File: config.mk
export PLATFORM = sky130hd
export DESIGN_NAME = piso_shifter_flat
export DESIGN_NICKNAME = d
export VERILOG_FILES = /design/src/rtl/piso_shifter_if.sv /design/src/rtl/piso_shifter.sv /design/src/flat_wrapper.sv
export SDC_FILE = /design/constraint.sdc
export NUM_CORES = 1
export LEC_CHECK = 0
export BUFFER_PORTS_ARGS = -buffer_cell sky130_fd_sc_hd__buf_2
export CORE_AREA = 2 2 39 41
export CTS_BUF_LIST = sky130_fd_sc_hd__clkbuf_8
export CTS_CLUSTER_SIZE = 24
export DETAILED_ROUTE_END_ITERATION = 8
export DIE_AREA = 0 0 41 43
export PLACE_DENSITY = 0.68
export SYNTH_ARGS = -nofsm -noshare
export SYNTH_HDL_FRONTEND = slang
export SYNTH_SLANG_ARGS = --single-unit
export TNS_END_PERCENT = 10
File: constraint.sdc
create_clock -name i_clk -period 2.7 [get_ports i_clk]
set_input_delay 0.135 -clock i_clk [delete_from_list [all_inputs] [get_ports i_clk]]
set_output_delay 0.135 -clock i_clk [all_outputs]
set_load 0.05 [all_outputs]
File: src/rtl/piso_shifter_if.sv
// Load/serial bundle for piso_shifter: the master side is the upstream producer plus
// the downstream stall control, and the slave side is the shifter itself.
interface piso_shifter_if #(
    parameter int WIDTH = 4
);
    logic [WIDTH-1:0] parallel_in;
    logic             load_valid;
    logic             load_ready;
    logic             shift_en;
    logic             serial_out;
    logic             serial_valid;
    logic             frame_start;
    logic             frame_last;
    logic             busy;

    modport master (
        output parallel_in, load_valid, shift_en,
        input  load_ready, serial_out, serial_valid, frame_start, frame_last, busy
    );

    modport slave (
        input  parallel_in, load_valid, shift_en,
        output load_ready, serial_out, serial_valid, frame_start, frame_last, busy
    );
endinterface

File: src/rtl/piso_shifter.sv
// Parallel-in serial-out shifter, MSB first, with frame markers and gap-free reloads.
// Define PISO_PARITY_EN to append an even-parity bit after the LSB of every frame.
module piso_shifter #(
    parameter int WIDTH = 4,
    parameter int CNT_W = 3
) (
    input  logic           i_clk,
    input  logic           i_rst,
    piso_shifter_if.slave  bus
);
`ifdef PISO_PARITY_EN
    localparam int FRAME_LEN = WIDTH + 1;
`else
    localparam int FRAME_LEN = WIDTH;
`endif
    localparam logic [CNT_W-1:0] LAST_CNT = CNT_W'(FRAME_LEN - 1);

    typedef enum logic [0:0] {
        ST_IDLE  = 1'b0,
        ST_SHIFT = 1'b1
    } state_t;

    state_t               r_state;
    state_t               w_state_nxt;
    logic [FRAME_LEN-1:0] r_shift;
    logic [FRAME_LEN-1:0] w_shift_nxt;
    logic [FRAME_LEN-1:0] w_load_word;
    logic [CNT_W-1:0]     r_cnt;
    logic [CNT_W-1:0]     w_cnt_nxt;
    logic                 w_is_last;
    logic                 w_load_ready;
    logic                 w_accept;
    logic                 r_serial_out;
    logic                 r_serial_valid;
    logic                 r_frame_start;
    logic                 r_frame_last;
    logic                 r_busy;

`ifdef PISO_PARITY_EN
    function automatic logic even_parity(input logic [WIDTH-1:0] d);
        even_parity = ^d;
    endfunction

    // The parity bit rides in the LSB of the frame register so it shifts out last.
    assign w_load_word = {bus.parallel_in, even_parity(bus.parallel_in)};
`else
    assign w_load_word = bus.parallel_in;
`endif

    assign w_is_last    = (r_state == ST_SHIFT) && (r_cnt == LAST_CNT);
    assign w_load_ready = (r_state == ST_IDLE) || (w_is_last && bus.shift_en);
    assign w_accept     = bus.load_valid && w_load_ready;

    // Next-state, next shift register and next bit counter.
    always_comb begin
        w_state_nxt = r_state;
        w_shift_nxt = r_shift;
        w_cnt_nxt   = r_cnt;
        case (r_state)
            ST_IDLE: begin
                if (w_accept) begin
                    w_state_nxt = ST_SHIFT;
                    w_shift_nxt = w_load_word;
                    w_cnt_nxt   = {CNT_W{1'b0}};
                end else begin
                    w_state_nxt = ST_IDLE;
                end
            end
            ST_SHIFT: begin
                if (!bus.shift_en) begin
                    w_state_nxt = ST_SHIFT;
                end else if (!w_is_last) begin
                    w_shift_nxt = {r_shift[FRAME_LEN-2:0], 1'b0};
                    w_cnt_nxt   = r_cnt + CNT_W'(1);
                end else if (w_accept) begin
                    // Reload on the final bit so the new MSB follows without a gap.
                    w_shift_nxt = w_load_word;
                    w_cnt_nxt   = {CNT_W{1'b0}};
                end else begin
                    w_state_nxt = ST_IDLE;
                    w_shift_nxt = {FRAME_LEN{1'b0}};
                    w_cnt_nxt   = {CNT_W{1'b0}};
                end
            end
            default: begin
                w_state_nxt = ST_IDLE;
                w_shift_nxt = {FRAME_LEN{1'b0}};
                w_cnt_nxt   = {CNT_W{1'b0}};
            end
        endcase
    end

    // State registers and registered serial outputs decoded from the next state.
    always_ff @(posedge i_clk) begin
        if (i_rst) begin
            r_state        <= ST_IDLE;
            r_shift        <= {FRAME_LEN{1'b0}};
            r_cnt          <= {CNT_W{1'b0}};
            r_serial_out   <= 1'b0;
            r_serial_valid <= 1'b0;
            r_frame_start  <= 1'b0;
            r_frame_last   <= 1'b0;
            r_busy         <= 1'b0;
        end else begin
            r_state        <= w_state_nxt;
            r_shift        <= w_shift_nxt;
            r_cnt          <= w_cnt_nxt;
            r_serial_out   <= (w_state_nxt == ST_SHIFT) && w_shift_nxt[FRAME_LEN-1];
            r_serial_valid <= (w_state_nxt == ST_SHIFT);
            r_frame_start  <= (w_state_nxt == ST_SHIFT) && (w_cnt_nxt == {CNT_W{1'b0}});
            r_frame_last   <= (w_state_nxt == ST_SHIFT) && (w_cnt_nxt == LAST_CNT);
            r_busy         <= (w_state_nxt == ST_SHIFT);
        end
    end

    assign bus.load_ready   = w_load_ready;
    assign bus.serial_out   = r_serial_out;
    assign bus.serial_valid = r_serial_valid;
    assign bus.frame_start  = r_frame_start;
    assign bus.frame_last   = r_frame_last;
    assign bus.busy         = r_busy;
endmodule

File: src/flat_wrapper.sv
// flat-port wrapper written by rule: the top's interface ports become plain ports
module piso_shifter_flat 
#(
    parameter int WIDTH = 4,
    parameter int CNT_W = 3
)
  (i_clk, i_rst, bus_parallel_in, bus_load_valid, bus_shift_en, bus_load_ready, bus_serial_out, bus_serial_valid, bus_frame_start, bus_frame_last, bus_busy);
  piso_shifter_if #(.WIDTH(WIDTH)) bus_i ();
  input  logic i_clk;
  input  logic i_rst;
  input wire logic [$bits(bus_i.parallel_in)-1:0] bus_parallel_in;
  input wire logic [$bits(bus_i.load_valid)-1:0] bus_load_valid;
  input wire logic [$bits(bus_i.shift_en)-1:0] bus_shift_en;
  output wire logic [$bits(bus_i.load_ready)-1:0] bus_load_ready;
  output wire logic [$bits(bus_i.serial_out)-1:0] bus_serial_out;
  output wire logic [$bits(bus_i.serial_valid)-1:0] bus_serial_valid;
  output wire logic [$bits(bus_i.frame_start)-1:0] bus_frame_start;
  output wire logic [$bits(bus_i.frame_last)-1:0] bus_frame_last;
  output wire logic [$bits(bus_i.busy)-1:0] bus_busy;
  assign bus_i.parallel_in = bus_parallel_in;
  assign bus_i.load_valid = bus_load_valid;
  assign bus_i.shift_en = bus_shift_en;
  assign bus_load_ready = bus_i.load_ready;
  assign bus_serial_out = bus_i.serial_out;
  assign bus_serial_valid = bus_i.serial_valid;
  assign bus_frame_start = bus_i.frame_start;
  assign bus_frame_last = bus_i.frame_last;
  assign bus_busy = bus_i.busy;
  piso_shifter #(.WIDTH(WIDTH), .CNT_W(CNT_W)) u_core (.i_clk(i_clk), .i_rst(i_rst), .bus(bus_i));
endmodule
==> results of run 1 <==
==> metal layers <==
metal  vias to the layer above  GRT usage [%]  share of wire [%]
li1                        226              -                  -
met3                         4          4.712                6.6
met5                         -              0                  0
met2                        19          21.25                 49
met1                       209          16.61                 40
met4                         0          16.00                4.7
==> final timing paths <==
kind / startpoint / endpoint / slack, ns / cells past startpoint
worst min-delay path: bus_parallel_in[0] / u_core.r_shift[0]$_SDFFE_PP0P_ / 0.16 / 3
worst min register to register: u_core.r_shift[0]$_SDFFE_PP0P_ / u_core.r_shift[0]$_SDFFE_PP0P_ / 0.51 / 2
worst max register to register: u_core.r_cnt[0]$_SDFF_PP0_ / u_core.bus.serial_out$_SDFF_PP0_ / 1.22 / 5
worst max-delay path: u_core.r_cnt[0]$_SDFF_PP0_ / u_core.bus.serial_out$_SDFF_PP0_ / 1.22 / 5
==> cells in the mapped netlist (2+ instances only) <==
master,instances,share of area [%]
nor3_1,2,2.0
nor2b_1,5,6.3
a222oi_1,2,4.0
dfxtp_1,11,44
a21oi_1,3,3.0
nand4_1,2,2.5
nor2_1,7,5.3
nand2_1,3,2.3
==> cells in the final DEF (no fill, tap or decap) <==
cell / n
and2_1: 1
ha_1: 1
a22oi_1: 1
a2111oi_2: 1
nor4bb_1: 1
buf_2: 13
inv_1: 1
a32oi_1: 1
nor2_1: 7
mux2i_1: 1
o21ai_1: 1
nor2b_1: 5
a311o_1: 1
nand4_1: 2
and2_2: 1
nand3b_1: 1
a222oi_1: 2
and2b_4: 1
and3b_1: 1
o31a_1: 1
a21oi_1: 3
nand2_1: 3
nand3_1: 1
dfxtp_1: 11
clkbuf_8: 3
nor3_1: 2
==> flip-flops by register name, summed over array words and instances (netlist names) <==
signal / flops
u_core.r_shift: 4
u_core.r_cnt: 3
u_core.bus.busy: 1
u_core.bus.frame_last: 1
u_core.bus.frame_start: 1
u_core.bus.serial_out: 1
==> metrics by stage <==
stage,utilization [%],hold WS [ns]
global placement,40.78,0.4035
detailed placement,40.78,0.4133
finish,44.03,0.1625
floorplan,-,0.2739
global route,44.03,0.1957
CTS,44.03,0.1620
==> layout make-up <==
| type | instances | area share, % |
|---|---|---|
| Clock buffer | 3 | 6.776 |
| Clock inverter | 1 | 0.6160 |
| Multi-Input combinational cell | 39 | 42.51 |
| Sequential cell | 11 | 36.14 |
| Tap cell | 16 | 3.285 |
| Timing Repair Buffer | 13 | 10.68 |
==> worst max-delay path, stage by stage (launching register included) <==
cell       delay (ns)
dfxtp_1          0.32
ha_1             0.24
and2b_4          0.20
mux2i_1          0.13
a2111oi_2        0.37
nor2b_1          0.17
==> power groups by stage <==
stage	combinational [mW]	sequential [mW]	clock, mW
after CTS	0.0612	0.177	0.168
after detailed placement	0.0612	0.181	0
after floorplan	0.0361	0.190	0
after global placement	0.0609	0.180	0
final	0.0610	0.177	0.163
after global routing	0.0670	0.178	0.175
==> logic make-up (layout without fill, tap and decap cells) <==
family,count (synthesis),after routing,share of synthesized area [%]
buffers and inverters,3,17,3.282
muxes,1,1,2.020
DFF,11,11,44.44
adders and majority gates,1,1,2.525
AOI/OAI and AO/OA,11,11,18.18
and+or+nand+nor,26,26,29.55
==> results.md, run 1 <==
- Area after DPL: 564.3 um2
- Final min period: 1.483 ns
- Total grt overflow: 0
- # IOs: 14
- Die Width: 41 um
- Final std cells w/o fill: 83
- Psw: 0.1097 mW
- Full die area: 1763 um2
- Asr flop ratio synth: 0%
- Switching Fraction: 27.35%
- Netlist Area Pre-Place: 495.5 um2
- Slew Viols, Final: 0
- Total Negative Setup Slacks: 0 ns
- Status: complete, no violations
- Antenna Violating Nets Remaining: 0
- Dpl cells: 79
- HP Class: in2reg
- Synthesized area per cell: 9.349 um2
- Detailed-route DRC error count: 0
- Worst Path Required: 2.87 ns
- Post-CTS setup buffers: 0
- Final setup violation count: 0
- RSZ-0062 raised after global routing: false
- Mapped Nets: 62
- First-pass GRT wire length: 1669 um
- Clk pwr share: 40.5%
- Design area: 609.3 um2
- Fmax: 0.6743 GHz
- Routed via count: 458
- Top FF cell, synth: dfxtp_1
- Max-cap violation count: 0
- Worst setup EP type: flop
- Pin count of the biggest net entering global routing: 13
- P per Cell Area: 658.1 nW/um2
- IO buf count: 13
- Final worst slack: 1.217 ns
- FF+latch count, synth: 11
- Worst rel slew slack: 78.03%
- Arrival time worst endpoint: 1.66 ns
- Fillers: 142
- Initial antenna violation count: 0
- Root Buffer: clkbuf_8
- Post-DP HPWL: 769 um
- Share of layout cells above drive strength 1: 28.36%
- Post-synth EDFFs: 0
- GRT Overall Usage: 15.32%
- CTS tree: yes
- CTS max path bufs: 2
- Internal power: 0.2913 mW
- Combinational Power Share: 15.2%
- CTS buffer count: 3
- CP Class: reg2reg
- Vias in the first global route: 399
- Vias/cell: 5.518
- Syn Inst Count: 53
- Total number of yosys warnings: 0
- Area growth syn-to-layout: 22.98%
- Worst-path clk slew: 0.05 ns
- Core area: 1384 um2
- DR pass1 iterations: 4
- Hold Fails Final Rpt: 0
- Register Area: 220.2 um2
- Multi-input logic area: 259.0 um2
- Die H: 43 um
- Leakage power figure: 0.2571 nW
- Sequential area share after synthesis: 44.44%
- Gpl congestion: 0.7472
- H-tree depth: 1
- Period utilisation layout: 54.92%
- DR WL/cell: 12.33 um
- Yosys cell types: 26
- Worst-margin pin slew: 0.3292 ns
- Hold Buf Count CTS: 0
- Pwr Total: 0.4010 mW
- Sink Count: 11
- Startpoint types: flop
- Ant diodes: 0
- Row count: 14
- DRT Wirelength: 1023 um
- Initial Utilization: 35.80%
- Iter 0 DRT Violations: 14
- Final net count: 77
- CP Max Fanout: 5
- Worst-Skew Late Latency: 0.24 ns
- Sequential Power Share: 44.3%
- Clock skew: 0.006492 ns
- PostCTS Resize Cnt: 0
- VDD IR max: 263.4 uV
- Worst slack at placement: 1.216 ns
No activity file was read; power rests on OpenSTA's default activity.
==> run 2: changes to the inputs <==
- clock period: 2.7 -> 1.6 ns (I/O delays scaled with it)
==> run 2 against run 1 <==
Worst hold slack got worse by 0.048 ns. Final cell count did not move. Sequential cell count did not move. Clock skew fell by 0.0037 ns. Wire length fell by 0.39%. Non-clock buffer count did not move. Largest cell class unchanged.
==> results.md, run 2 (same netlist as run 1, synthesis figures left out) <==
- Slew Viols, Final: 0
- Most frequent cells in the layout: buf_2 (13), dfxtp_1 (10), nor2_1 (7)
- Area after DPL: 565.5 um2
- Critical path's slowest cell: dfxtp_1
- Worst rel slew slack: 80.55%
- Root Buffer: clkbuf_8
- Sequential Power Share: 44.6%
- VDD IR max: 498.1 uV
- CTS buffer count: 3
- # IOs: 14
- Period utilisation layout: 89.94%
- Vias/cell: 5.458
- Total grt overflow: 0
- Antenna Violating Nets Remaining: 0
- RSZ-0062 raised after global routing: false
- Die H: 43 um
- Die Width: 41 um
- Ant diodes: 0
- Final min period: 1.439 ns
- Leakage power figure: 0.2572 nW
- Internal power: 0.4918 mW
- CP cell instances: ha_1 -> and2b_4 -> nor2_1 -> a22oi_1 -> and3b_1
- Largest register FFs: 4
- Final setup violation count: 0
- Detailed-route DRC error count: 0
- Final net count: 77
- Total Negative Setup Slacks: 0 ns
- CTS max path bufs: 2
- Initial Utilization: 35.80%
- Routed via count: 453
- Hold Slack: 0.1143 ns
- Arrival time worst endpoint: 1.57 ns
- Hold Buf Count CTS: 0
- Fillers: 142
- Gpl congestion: 0.7347
- Design area: 610.6 um2
- Status: complete, no violations
- Post-CTS setup buffers: 0
- Crit-path max cell delay: 0.32 ns
- Full die area: 1763 um2
- PostCTS Resize Cnt: 0
- WP buf/inv: 0
- Biggest register: u_core.r_shift
- Psw: 0.1810 mW
- Switching Fraction: 26.90%
- Pin count of the biggest net entering global routing: 13
- Crit-path leading delay family: simple AND/OR/NAND/NOR gates
- Register Area: 221.5 um2
- Core area: 1384 um2
- DRT Wirelength: 1019 um
- Fmax: 0.6949 GHz
- CP Max Fanout: 5
- Multi-input logic area: 259.0 um2
- Post-DP HPWL: 748.2 um
- Startpoint types: flop
- Worst-path clk slew: 0.05 ns
- Combinational Power Share: 15.3%
- Initial antenna violation count: 0
- Worst-margin pin slew: 0.2906 ns
- DR WL/cell: 12.28 um
- Worst Path Required: 1.73 ns
- CP Class: reg2reg
- First-pass GRT wire length: 1690 um
- P per Cell Area: 1102 nW/um2
- Largest regs: u_core.r_shift (4), u_core.r_cnt (3)
- Row count: 14
- Vias in the first global route: 398
- Sink Count: 11
- Share of layout cells above drive strength 1: 29.85%
- Iter 0 DRT Violations: 13
- H-tree depth: 1
- Commonest non-fill, non-tap cell in the layout: buf_2
- IO buf count: 13
- Hold Fails Final Rpt: 0
- Clk pwr share: 40.0%
- Worst setup EP type: flop
- CTS tree: yes
- Area growth syn-to-layout: 23.23%
- DR pass1 iterations: 4
- Max-cap violation count: 0
- HP Class: in2reg
- Worst-Skew Late Latency: 0.24 ns
- Clock skew: 0.002818 ns
- GRT Overall Usage: 14.40%
## run 2: cell types whose count changed in the layout (fill, tap and decap cells not counted)
cell,before,now
dfxtp_1,11,10
dfxtp_2,0,1
## run 2: final cells by class
class	count	share of cell area [%]
multi-input cells	39	42.42
flip-flops and latches	11	36.27
repair buffers	13	10.66
clock buffers	3	6.762
well taps	16	3.279
clock inverters	1	0.6148
## run 2: path summary, 6_finish.rpt
path	startpoint	cells past startpoint	to	slack, ns
setup reg to reg	u_core.r_cnt[0]$_SDFF_PP0_	5	u_core.bus.frame_start$_SDFF_PP0_	0.16
hold / removal	bus_parallel_in[0]	3	u_core.r_shift[0]$_SDFFE_PP0P_	0.11
setup / recovery	u_core.r_cnt[0]$_SDFF_PP0_	5	u_core.bus.frame_start$_SDFF_PP0_	0.16
hold reg to reg	u_core.r_cnt[2]$_SDFF_PP0_	1	u_core.r_cnt[2]$_SDFF_PP0_	0.50
## run 2: per-layer routing
| layer | global-route usage [%] | routed length [um] | share of wire (%) | vias to the layer above |
|---|---|---|---|---|
| met5 | 0 | 0 | 0 | - |
| met4 | 10.00 | 32 | 3.1 | 0 |
| met3 | 4.712 | 56 | 5.5 | 4 |
| met2 | 20.00 | 492 | 48 | 13 |
| met1 | 17.86 | 437 | 43 | 212 |
| li1 | - | - | - | 224 |
## run 2: power groups by stage
stage	Sequential (mW)	Combinational [mW]	Clock (mW)
6_report	0.300	0.103	0.269
5_1_grt	0.302	0.113	0.285
4_1_cts	0.300	0.103	0.278
3_5_place_dp	0.305	0.103	0
3_3_place_gp	0.305	0.103	0
2_1_floorplan	0.321	0.0610	0
## run 2: per-stage QoR
step	setup slack [ns]	total power, mW	std cells	utilization [%]
2_1_floorplan	0.1086	0.3817	53	-
3_3_place_gp	0.1652	0.4074	79	40.87
3_5_place_dp	0.1284	0.4084	79	40.87
4_1_cts	0.1134	0.6813	83	44.12
5_1_grt	0.04417	0.6999	83	44.12
6_report	0.1610	0.6728	83	44.12
## run 2: worst reg2reg max path: cells and delay by family (launching register included)
family	cells	cell delay [ns]
AOI/OAI and AO/OA	1	0.16
adders and majority gates	1	0.24
DFF	1	0.32
and+or+nand+nor	3	0.61
